[config.mk]
export PLATFORM = sky130hd
export DESIGN_NAME = mem_stage_ctrl_flat
export DESIGN_NICKNAME = d
export VERILOG_FILES = /design/src/rtl/mem_stage_ctrl_pkg.sv /design/src/rtl/mem_stage_ctrl_if.sv /design/src/rtl/mem_stage_ctrl_load_align.sv /design/src/rtl/mem_stage_ctrl.sv /design/src/flat_wrapper.sv
export SDC_FILE = /design/constraint.sdc
export NUM_CORES = 1
export LEC_CHECK = 0
export ABC_AREA = 1
export CAP_MARGIN = 20
export CORE_MARGIN = 4
export CORE_UTILIZATION = 35
export CTS_CLUSTER_DIAMETER = 30
export CTS_CLUSTER_SIZE = 40
export DETAILED_ROUTE_END_ITERATION = 16
export PLACE_DENSITY = 0.75
export SYNTH_ARGS = -nofsm -noshare
export SYNTH_HDL_FRONTEND = slang
export SYNTH_SLANG_ARGS = --single-unit
export TNS_END_PERCENT = 5
[constraint.sdc]
create_clock -name clk -period 1.75 [get_ports clk]
set_clock_uncertainty 0.15 [all_clocks]
set_input_delay 0.35 -clock clk [delete_from_list [all_inputs] [get_ports clk]]
set_output_delay 0.35 -clock clk [all_outputs]
set_load 0.01 [all_outputs]
[src/rtl/mem_stage_ctrl_pkg.sv]
// Shared definitions for the MEM-stage controller: opcodes, FSM state
// encoding, access-size codes and opcode-to-size helpers.
package mem_pkg;

  localparam logic [5:0] OP_LB  = 6'h20;
  localparam logic [5:0] OP_LH  = 6'h21;
  localparam logic [5:0] OP_LW  = 6'h23;
  localparam logic [5:0] OP_LBU = 6'h24;
  localparam logic [5:0] OP_LHU = 6'h25;
  localparam logic [5:0] OP_SB  = 6'h28;
  localparam logic [5:0] OP_SH  = 6'h29;
  localparam logic [5:0] OP_SW  = 6'h2B;

  typedef enum logic {
    ST_IDLE = 1'b0,
    ST_REQ  = 1'b1
  } state_t;

  typedef enum logic [1:0] {
    SZ_BYTE = 2'd0,
    SZ_HALF = 2'd1,
    SZ_WORD = 2'd2
  } size_t;

  // Unknown opcodes that still request an access fall back to a word.
  function automatic size_t op_size(input logic [5:0] op);
    size_t sz;
    case (op)
      OP_LB, OP_LBU, OP_SB: sz = SZ_BYTE;
      OP_LH, OP_LHU, OP_SH: sz = SZ_HALF;
      default:              sz = SZ_WORD;
    endcase
    return sz;
  endfunction

  function automatic logic op_unsigned(input logic [5:0] op);
    return (op == OP_LBU) || (op == OP_LHU);
  endfunction

endpackage

[src/rtl/mem_stage_ctrl_if.sv]
// Data-memory request/acknowledge bus between the MEM stage (master)
// and the data memory (slave).
interface mem_stage_ctrl_if #(parameter int B = 32);
  logic         dmem_req;
  logic         dmem_we;
  logic [B-1:0] dmem_addr;
  logic [B-1:0] dmem_wdata;
  logic [3:0]   dmem_be;
  logic         dmem_ack;
  logic [B-1:0] dmem_rdata;

  modport master (
    output dmem_req, dmem_we, dmem_addr, dmem_wdata, dmem_be,
    input  dmem_ack, dmem_rdata
  );

  modport slave (
    input  dmem_req, dmem_we, dmem_addr, dmem_wdata, dmem_be,
    output dmem_ack, dmem_rdata
  );
endinterface

[src/rtl/mem_stage_ctrl_load_align.sv]
// Load lane select and sign/zero extension (little-endian lanes).
module mem_load_align
  import mem_pkg::*;
#(
  parameter int B = 32
) (
  input  logic [B-1:0] rdata_i,
  input  logic [1:0]   lane_i,
  input  size_t        size_i,
  input  logic         unsigned_i,
  output logic [B-1:0] data_o
);

  logic [7:0]  byte_sel;
  logic [15:0] half_sel;

  // Pick the addressed lane, then extend it to the full width.
  always_comb begin
    case (lane_i)
      2'd0:    byte_sel = rdata_i[7:0];
      2'd1:    byte_sel = rdata_i[15:8];
      2'd2:    byte_sel = rdata_i[23:16];
      default: byte_sel = rdata_i[31:24];
    endcase
    half_sel = lane_i[1] ? rdata_i[31:16] : rdata_i[15:0];
    case (size_i)
      SZ_BYTE: data_o = unsigned_i ? {{(B-8){1'b0}}, byte_sel}
                                   : {{(B-8){byte_sel[7]}}, byte_sel};
      SZ_HALF: data_o = unsigned_i ? {{(B-16){1'b0}}, half_sel}
                                   : {{(B-16){half_sel[15]}}, half_sel};
      default: data_o = rdata_i;
    endcase
  end

endmodule

[src/rtl/mem_stage_ctrl.sv]
// MEM-stage controller: branch/jump resolution, data-memory access FSM
// with variable-latency handshake and pipeline stall, MEM/WB register.
// Optional misaligned-access trap enabled by MEM_MISALIGN_CHECK_EN.
//
// state   | meaning
// IDLE    | no access in flight; capture bus fields when an access arrives
// REQ     | dmem_req high, bus fields held until dmem_ack
module mem_stage_ctrl
  import mem_pkg::*;
#(
  parameter int B = 32,
  parameter int W = 5
) (
  input  logic          clk,
  input  logic          reset,
  input  logic [B-1:0]  alu_result_in,
  input  logic [B-1:0]  r_data2_in,
  input  logic [W-1:0]  mux_RegDst_in,
  input  logic [B-1:0]  add_result_in,
  input  logic [B-1:0]  pc_jump_in,
  input  logic          zero_in,
  input  logic          wb_RegWrite_in,
  input  logic          wb_MemtoReg_in,
  input  logic          m_Jump_in,
  input  logic          m_Branch_in,
  input  logic          m_BranchNot_in,
  input  logic          m_MemRead_in,
  input  logic          m_MemWrite_in,
  input  logic [5:0]    opcode_in,
  mem_stage_ctrl_if.master dmem,
  output logic          stall_out,
  output logic          pc_src_out,
  output logic [B-1:0]  pc_target_out,
  output logic [B-1:0]  read_data_out,
  output logic [B-1:0]  alu_result_out,
  output logic [W-1:0]  mux_RegDst_out,
  output logic          wb_RegWrite_out,
`ifdef MEM_MISALIGN_CHECK_EN
  output logic          misalign_out,
`endif
  output logic          wb_MemtoReg_out
);

  state_t       state_q;
  logic         req_q, we_q;
  logic [B-1:0] addr_q, wdata_q;
  logic [3:0]   be_q;
  logic [1:0]   lane_q;
  size_t        size_q;
  logic         uns_q;

  logic [B-1:0] rdata_ext;
  logic [B-1:0] alu_q, read_q;
  logic [W-1:0] regdst_q;
  logic         regwrite_q, memtoreg_q;

  logic         acc, mis_c, ack_c;
  size_t        size_c;
  logic [3:0]   be_c;
  logic [B-1:0] wdata_c;

  assign acc    = m_MemRead_in | m_MemWrite_in;
  assign size_c = op_size(opcode_in);
  assign ack_c  = (state_q == ST_REQ) & dmem.dmem_ack;

`ifdef MEM_MISALIGN_CHECK_EN
  assign mis_c = acc & (state_q == ST_IDLE) &
                 (((size_c == SZ_HALF) & alu_result_in[0]) |
                  ((size_c == SZ_WORD) & (|alu_result_in[1:0])));
`else
  assign mis_c = 1'b0;
`endif

  assign stall_out = ((state_q == ST_IDLE) & acc & ~mis_c) |
                     ((state_q == ST_REQ) & ~dmem.dmem_ack);

  assign pc_src_out    = m_Jump_in | (m_Branch_in & zero_in) | (m_BranchNot_in & ~zero_in);
  assign pc_target_out = m_Jump_in ? pc_jump_in : add_result_in;

  // Store lane replication and byte enables; reads always enable all lanes.
  always_comb begin
    case (size_c)
      SZ_BYTE: begin
        be_c    = 4'b0001 << alu_result_in[1:0];
        wdata_c = {4{r_data2_in[7:0]}};
      end
      SZ_HALF: begin
        be_c    = alu_result_in[1] ? 4'b1100 : 4'b0011;
        wdata_c = {2{r_data2_in[15:0]}};
      end
      default: begin
        be_c    = 4'b1111;
        wdata_c = r_data2_in;
      end
    endcase
    if (!m_MemWrite_in) be_c = 4'b1111;
  end

  // Access FSM with registered bus outputs held for the whole REQ phase.
  always_ff @(posedge clk) begin
    if (reset) begin
      state_q <= ST_IDLE;
      req_q   <= 1'b0;
      we_q    <= 1'b0;
      addr_q  <= '0;
      wdata_q <= '0;
      be_q    <= '0;
      lane_q  <= '0;
      size_q  <= SZ_WORD;
      uns_q   <= 1'b0;
    end else begin
      case (state_q)
        ST_IDLE: begin
          if (acc && !mis_c) begin
            state_q <= ST_REQ;
            req_q   <= 1'b1;
            we_q    <= m_MemWrite_in;
            addr_q  <= {alu_result_in[B-1:2], 2'b00};
            wdata_q <= wdata_c;
            be_q    <= be_c;
            lane_q  <= alu_result_in[1:0];
            size_q  <= size_c;
            uns_q   <= op_unsigned(opcode_in);
          end
        end
        ST_REQ: begin
          if (dmem.dmem_ack) begin
            state_q <= ST_IDLE;
            req_q   <= 1'b0;
          end
        end
        default: state_q <= ST_IDLE;
      endcase
    end
  end

  assign dmem.dmem_req   = req_q;
  assign dmem.dmem_we    = we_q;
  assign dmem.dmem_addr  = addr_q;
  assign dmem.dmem_wdata = wdata_q;
  assign dmem.dmem_be    = be_q;

  mem_load_align #(.B(B)) u_align (
    .rdata_i    (dmem.dmem_rdata),
    .lane_i     (lane_q),
    .size_i     (size_q),
    .unsigned_i (uns_q),
    .data_o     (rdata_ext)
  );

  // MEM/WB register: bubble while stalled, load data captured on ack.
  always_ff @(posedge clk) begin
    if (reset) begin
      alu_q      <= '0;
      regdst_q   <= '0;
      regwrite_q <= 1'b0;
      memtoreg_q <= 1'b0;
      read_q     <= '0;
    end else begin
      if (stall_out) begin
        alu_q      <= '0;
        regdst_q   <= '0;
        regwrite_q <= 1'b0;
        memtoreg_q <= 1'b0;
      end else begin
        alu_q      <= alu_result_in;
        regdst_q   <= mux_RegDst_in;
        regwrite_q <= wb_RegWrite_in & ~mis_c;
        memtoreg_q <= wb_MemtoReg_in;
      end
      if (ack_c) read_q <= rdata_ext;
    end
  end

`ifdef MEM_MISALIGN_CHECK_EN
  logic misalign_q;

  // One-cycle misalignment flag, aligned with the MEM/WB update.
  always_ff @(posedge clk) begin
    if (reset) misalign_q <= 1'b0;
    else       misalign_q <= mis_c;
  end

  assign misalign_out = misalign_q;
`endif

  assign read_data_out   = read_q;
  assign alu_result_out  = alu_q;
  assign mux_RegDst_out  = regdst_q;
  assign wb_RegWrite_out = regwrite_q;
  assign wb_MemtoReg_out = memtoreg_q;

endmodule
[src/flat_wrapper.sv]
// flat-port wrapper written by rule: the top's interface ports become plain ports
module mem_stage_ctrl_flat import mem_pkg::*;
#(
  parameter int B = 32,
  parameter int W = 5
)
  (clk, reset, alu_result_in, r_data2_in, mux_RegDst_in, add_result_in, pc_jump_in, zero_in, wb_RegWrite_in, wb_MemtoReg_in, m_Jump_in, m_Branch_in, m_BranchNot_in, m_MemRead_in, m_MemWrite_in, opcode_in, stall_out, pc_src_out, pc_target_out, read_data_out, alu_result_out, mux_RegDst_out, wb_RegWrite_out, wb_MemtoReg_out, dmem_dmem_req, dmem_dmem_we, dmem_dmem_addr, dmem_dmem_wdata, dmem_dmem_be, dmem_dmem_ack, dmem_dmem_rdata);
  mem_stage_ctrl_if #(.B(B)) dmem_i ();
  input  logic clk;
  input  logic reset;
  input  logic [B-1:0] alu_result_in;
  input  logic [B-1:0] r_data2_in;
  input  logic [W-1:0] mux_RegDst_in;
  input  logic [B-1:0] add_result_in;
  input  logic [B-1:0] pc_jump_in;
  input  logic zero_in;
  input  logic wb_RegWrite_in;
  input  logic wb_MemtoReg_in;
  input  logic m_Jump_in;
  input  logic m_Branch_in;
  input  logic m_BranchNot_in;
  input  logic m_MemRead_in;
  input  logic m_MemWrite_in;
  input  logic [5:0] opcode_in;
  output logic stall_out;
  output logic pc_src_out;
  output logic [B-1:0] pc_target_out;
  output logic [B-1:0] read_data_out;
  output logic [B-1:0] alu_result_out;
  output logic [W-1:0] mux_RegDst_out;
  output logic wb_RegWrite_out;
  output logic wb_MemtoReg_out;
  output wire logic [$bits(dmem_i.dmem_req)-1:0] dmem_dmem_req;
  output wire logic [$bits(dmem_i.dmem_we)-1:0] dmem_dmem_we;
  output wire logic [$bits(dmem_i.dmem_addr)-1:0] dmem_dmem_addr;
  output wire logic [$bits(dmem_i.dmem_wdata)-1:0] dmem_dmem_wdata;
  output wire logic [$bits(dmem_i.dmem_be)-1:0] dmem_dmem_be;
  input wire logic [$bits(dmem_i.dmem_ack)-1:0] dmem_dmem_ack;
  input wire logic [$bits(dmem_i.dmem_rdata)-1:0] dmem_dmem_rdata;
  assign dmem_dmem_req = dmem_i.dmem_req;
  assign dmem_dmem_we = dmem_i.dmem_we;
  assign dmem_dmem_addr = dmem_i.dmem_addr;
  assign dmem_dmem_wdata = dmem_i.dmem_wdata;
  assign dmem_dmem_be = dmem_i.dmem_be;
  assign dmem_i.dmem_ack = dmem_dmem_ack;
  assign dmem_i.dmem_rdata = dmem_dmem_rdata;
  mem_stage_ctrl #(.B(B), .W(W)) u_core (.clk(clk), .reset(reset), .alu_result_in(alu_result_in), .r_data2_in(r_data2_in), .mux_RegDst_in(mux_RegDst_in), .add_result_in(add_result_in), .pc_jump_in(pc_jump_in), .zero_in(zero_in), .wb_RegWrite_in(wb_RegWrite_in), .wb_MemtoReg_in(wb_MemtoReg_in), .m_Jump_in(m_Jump_in), .m_Branch_in(m_Branch_in), .m_BranchNot_in(m_BranchNot_in), .m_MemRead_in(m_MemRead_in), .m_MemWrite_in(m_MemWrite_in), .opcode_in(opcode_in), .dmem(dmem_i), .stall_out(stall_out), .pc_src_out(pc_src_out), .pc_target_out(pc_target_out), .read_data_out(read_data_out), .alu_result_out(alu_result_out), .mux_RegDst_out(mux_RegDst_out), .wb_RegWrite_out(wb_RegWrite_out), .wb_MemtoReg_out(wb_MemtoReg_out));
endmodule
======== Word level (Yosys, flattened, before mapping) ========
Cells that the tools add are included.
storage, ports and cells
  bits in registers ....................... 145
  input port bits ......................... 182
  output and inout port bits .............. 175
  logic and storage cells ................. 65
operators by class
  eq/ne operators ......................... 12
  shift-type cells ........................ 1
  multiplexer cells ....................... 17
  bitwise logic cells ..................... 12
  reductions and logical operators ........ 9
operators with widths
  cell                                                    number
  one-hot mux 32 bit (2 select lines)                     2
  2-to-1 mux 32 bit                                       3
  == test 6 bit (second input constant)                   6
  one-hot mux 8 bit (3 select lines)                      1
  2-to-1 mux 16 bit                                       1
  2-to-1 mux 4 bit                                        2
  one-hot mux 4 bit (2 select lines)                      1
  == test 2 x 1 -> 1 bit (second input constant)          3
  zero test 2 bit                                         3
  OR reduction 3 bit                                      2
  AND 1 bit                                               5
  2-to-1 mux 1 bit                                        4
  bitwise OR 1 bit                                        4
  one-hot mux 1 bit (2 select lines)                      2
  one-hot mux 2 bit (2 select lines)                      1
  AND reduction 2 bit                                     2
  << shifter 1 x 2 -> 4 bit (first input constant)        1
  NOT 1 bit                                               3
  == test 2 bit (second input constant)                   1
  inequality test 2 x 1 -> 1 bit (second input constant)  1
  inequality test 2 bit (second input constant)           1
  OR reduction 2 bit                                      1
  logical OR 1 bit                                        1

======== Longest topological paths before layout ========
  depth in word-level cells ............... 6
  mapped depth ............................ 9
  depth with buffers taken out ............ 9

======== Modules after synthesis ========
From an unflattened synthesis, not the netlist that was laid out.
unflattened totals
  cells, all modules ...................... 929
  area total of the unflattened synthesis .. 6,426.2 um2
modules (own cells, without submodules)
  module          instances  cells an instance  area an instance (um2)  seq. area each (um2)
  mem_stage_ctrl  1          772                5,547.8                 2,902.8
  mem_load_align  1          157                878.3                   0.0

======== Worst setup path before layout ========
Ideal clock, no wire load.
  path kind ............................... input-to-output
  from .................................... input port m_Jump_in
  to ...................................... output port pc_target_out[10]
  data arrival time ....................... 1,042 ps
  data required time ...................... 1,250 ps
  setup slack ............................. 208 ps
  cell stages on the path ................. 5
  buffers on the path ..................... 2
  path through ............................ clkbuf_1 -> inv_1 -> clkbuf_1 -> nand2_1 -> nand2_1
between the ends
  word-level cells in the longest chain between the ends .. 1
RTL lines
  item               RTL line              RTL
  start, declared    flat_wrapper.sv:19    input logic m_Jump_in;
  2-to-1 mux 32 bit  mem_stage_ctrl.sv:78  assign pc_target_out = m_Jump_in ? pc_jump_in : add_result_in;
  end, declared      flat_wrapper.sv:27    output logic [B-1:0] pc_target_out;
Every way passes these cells.

======== Worst setup path after layout ========
  from .................................... input port add_result_in[4]
  to ...................................... output port pc_target_out[4]
between the ends
  word-level cells in the longest chain between the ends .. 1
RTL lines
  item               RTL line              RTL
  start, declared    flat_wrapper.sv:14    input logic [B-1:0] add_result_in;
  2-to-1 mux 32 bit  mem_stage_ctrl.sv:78
Every way passes these cells.

==> flow_metrics.env <==
export IMPL_status="complete, no violations"
export IMPL_cell_area_after_synthesis_um2=6046
export IMPL_global_route_wire_length_before_repair_um=36710
export IMPL_setup_viol=0
export IMPL_power_static_leakage_nw=5.486
export IMPL_finalHoldViolCount=0
export IMPL_dp_hpwl_um=18510
export IMPL_area_growth_synth_to_final_pct=75.04
export IMPL_timing_critical_path_slowest_stage_cell="sky130_fd_sc_hd__clkdlybuf4s50_1"
export IMPL_detail_route_drc_violations=0
export IMPL_timing_critical_path_to_type="primary output"
export IMPL_clkSlewWorstSetupHoldPaths_ns=0.06
export IMPL_synth_top_cells_by_area="sky130_fd_sc_hd__dfxtp_1 (48%), sky130_fd_sc_hd__nand2_1 (17%), sky130_fd_sc_hd__a21oi_1 (9.0%), sky130_fd_sc_hd__nor2_1 (6.8%), sky130_fd_sc_hd__o21ai_0 (6.5%)"
export IMPL_ctsRootBufferMaster="sky130_fd_sc_hd__clkbuf_16"
export IMPL_die_width_um=139.4
export IMPL_hold_path_class="reg2reg"
export IMPL_synth_largest_area_cell="sky130_fd_sc_hd__dfxtp_1"
export IMPL_vdd_drop_max_uv=617.3
export IMPL_global_route_overflow_total=0
export IMPL_clock_latency_ns=0.42
export IMPL_leading_post_synthesis_cells_by_instance_count="sky130_fd_sc_hd__nand2_1 (266), sky130_fd_sc_hd__dfxtp_1 (145), sky130_fd_sc_hd__a21oi_1 (109), sky130_fd_sc_hd__nor2_1 (109), sky130_fd_sc_hd__inv_1 (83)"
export IMPL_postSynth_asyncResetShare_pct=0
export IMPL_grt_antenna_before_repair=1
export IMPL_stdcell_count=1499
export IMPL_clockBufferDepth=2
export IMPL_start_util_pct=36.07
export IMPL_drt_first_iter_violations=396
export IMPL_gr_usage_all_layers_pct=23.68
export IMPL_cts_tree="built"
export IMPL_ys_ff_latch=145
export IMPL_rsz0062_at_grt="yes"
export IMPL_postCtsHoldBufs=0
export IMPL_final_fill_count=1551
export IMPL_cell_chain_critical_path="clkdlybuf4s50_1 -> nand2_1 -> nand2_1 -> dlygate4sd2_1"
export IMPL_place_congestion=0.9274
export IMPL_period_share_pct=98.92
export IMPL_yosysMostFrequentCell="sky130_fd_sc_hd__nand2_1"
export IMPL_number_of_enable_type_register_cells_in_the_synthesized_netlist=0
export IMPL_die_area_um2=19440
export IMPL_tns_ns=0
export IMPL_most_frequent_cp_cell="sky130_fd_sc_hd__nand2_1"
export IMPL_crit_path_max_incr_delay_ns=0.47
export IMPL_synth_cell_types=22
export IMPL_powerDensity_nw_per_um2=880.1
export IMPL_drt_wirelength_per_cell_um=15.89
export IMPL_final_worst_path_setup_slack_ns=0.01883
export IMPL_tritoncts_num_buffers=17
export IMPL_design_power_total_mw=9.314
export IMPL_place_inst=1462
export IMPL_critical_path_max_fanout=1
export IMPL_port_buffer_count=354
export IMPL_die_height_um=139.4
export IMPL_final_min_clock_period_ns=1.731
export IMPL_kind_of_critical_path="in2out"
export IMPL_yosysSeqAreaShare_pct=48.01
export IMPL_yosys_warnings=0
export IMPL_core_um2=16760
export IMPL_whs_ns=0.3032
export IMPL_synth_ff_type="sky130_fd_sc_hd__dfxtp_1"
export IMPL_postRouteAntennaNets=0
export IMPL_avgSynthCellArea_um2=6.831
export IMPL_synth_largest_type_area_fraction_pct=48.01
export IMPL_layout_drive_gt1_share_pct=8.607
export IMPL_num_vias=6998
export IMPL_first_global_vias=6762
export IMPL_pre_cts_worst_setup_slack_ns=-0.5729
export IMPL_grt_start_max_net_pins=63
export IMPL_worst_endpoint_arrival_ns=1.23
export IMPL_synthCells=885
export IMPL_via_density=4.668
export IMPL_data_required_time_of_the_critical_path_ns=1.25
export IMPL_floorplan_rows=47
export IMPL_worst_setup_path_start_kind="input pin"
export IMPL_finish_net_count=1447
export IMPL_numClockSinks=145
export IMPL_slew_viol_final=0
export IMPL_htree_depth=4
export IMPL_io_pins=357
export IMPL_drv_cap=0
export IMPL_slew_headroom_pct=61.30
export IMPL_routed_wirelength_um=23820
export IMPL_clock_fmax_mhz=577.6
export IMPL_drt_pass1_iterations=5
export IMPL_worstMarginPinSlew_ns=0.5783
metal layers:
| layer | wire (um) | GRT usage, % | part of all wire [%] | vias up |
|---|---|---|---|---|
| met5 | 0 | 0 | 0 | - |
| met4 | 616 | 8.136 | 2.6 | 0 |
| met3 | 1920 | 7.410 | 8.1 | 46 |
| met2 | 11810 | 41.35 | 50 | 297 |
| met1 | 9472 | 27.43 | 40 | 3104 |
| li1 | - | - | - | 3551 |
registers in the layout, summed over array words and instances, names as in the netlist:
signal and count:
u_core.dmem.dmem_addr 30, u_core.mux_RegDst_out 5, u_core.uns_q 1, u_core.state_q 1, u_core.lane_q 2, u_core.dmem.dmem_we 1
u_core.dmem.dmem_be 4, u_core.size_q 2, u_core.wb_MemtoReg_out 1, u_core.wb_RegWrite_out 1, u_core.alu_result_out 32, u_core.dmem.dmem_wdata 32
u_core.read_data_out 32, u_core.dmem.dmem_req 1
cell families (layout without fill, tap and decap cells):
group                  after synthesis  count (layout)  share of synthesized area (%)
buffers and inverters              135             527                          9.127
AO/OA/AOI/OAI                      196             196                          16.51
AND/OR/NAND/NOR                    408             408                          26.28
flip-flops                         145             145                          48.01
other                                1               3                        0.06203
layout by cell type (no fill, tap or decap), types with 17 or more instances in the layout:
master / n
sky130_fd_sc_hd__dlygate4sd2_1: 166
sky130_fd_sc_hd__o21ai_0: 79
sky130_fd_sc_hd__a21oi_1: 108
sky130_fd_sc_hd__nand2_1: 266
sky130_fd_sc_hd__buf_4: 44
sky130_fd_sc_hd__clkdlybuf4s50_1: 180
sky130_fd_sc_hd__inv_1: 81
sky130_fd_sc_hd__dfxtp_1: 144
sky130_fd_sc_hd__clkbuf_16: 17
sky130_fd_sc_hd__nor2_1: 108
sky130_fd_sc_hd__nand3_1: 19
report_power, final:
group	internal (mW)	switching (mW)
clock network	2.17	1.59
logic	0.976	0.929
registers	3.53	0.106
total	6.68	2.63
area by class of cell:
| class | instances | area (um2) | area share (%) |
|---|---|---|---|
| inverters | 84 | 315.3 | 2.979 |
| flip-flops and latches | 145 | 2904 | 27.44 |
| repair buffers | 411 | 3864 | 36.51 |
| multi-input cells | 606 | 2615 | 24.71 |
| diodes | 1 | 2.502 | 0.02365 |
| clock inverters | 15 | 181.4 | 1.714 |
| well taps | 220 | 275.3 | 2.601 |
| clock buffers | 17 | 425.4 | 4.020 |
final timing paths:
check / end / from / slack (ns) / depth (start not counted)
worst max-delay path: pc_target_out[4] / add_result_in[4] / 0.02 / 4
worst min-delay path: u_core.dmem.dmem_we$_SDFFE_PP0P_ / u_core.dmem.dmem_we$_SDFFE_PP0P_ / 0.30 / 2
worst max register to register: u_core.read_data_out[0]$_SDFFE_PP0P_ / u_core.size_q[1]$_SDFFE_PP1P_ / 0.14 / 6
worst min register to register: u_core.dmem.dmem_we$_SDFFE_PP0P_ / u_core.dmem.dmem_we$_SDFFE_PP0P_ / 0.30 / 2
through the flow:
stage,utilization (%),instance area [um2]
final,63.14,10580
after global placement,60.36,10120
after floorplan,-,6050
after detailed placement,60.36,10120
after CTS,62.96,10550
after global routing,63.14,10580
timing repair:
action | in CTS | in global routing
buffers inserted | 1 | 1
pin swaps | 0 | 1
resized for setup | 190 | 13
setup endpoints to repair | 173 | 71
cloned | 2 | 0
critical path, delay by kind of cell:
kind                   cells  cell delay, ns
AND/OR/NAND/NOR            2            0.13
buffers and inverters      2            0.75
(Power assumes the default switching activity.)
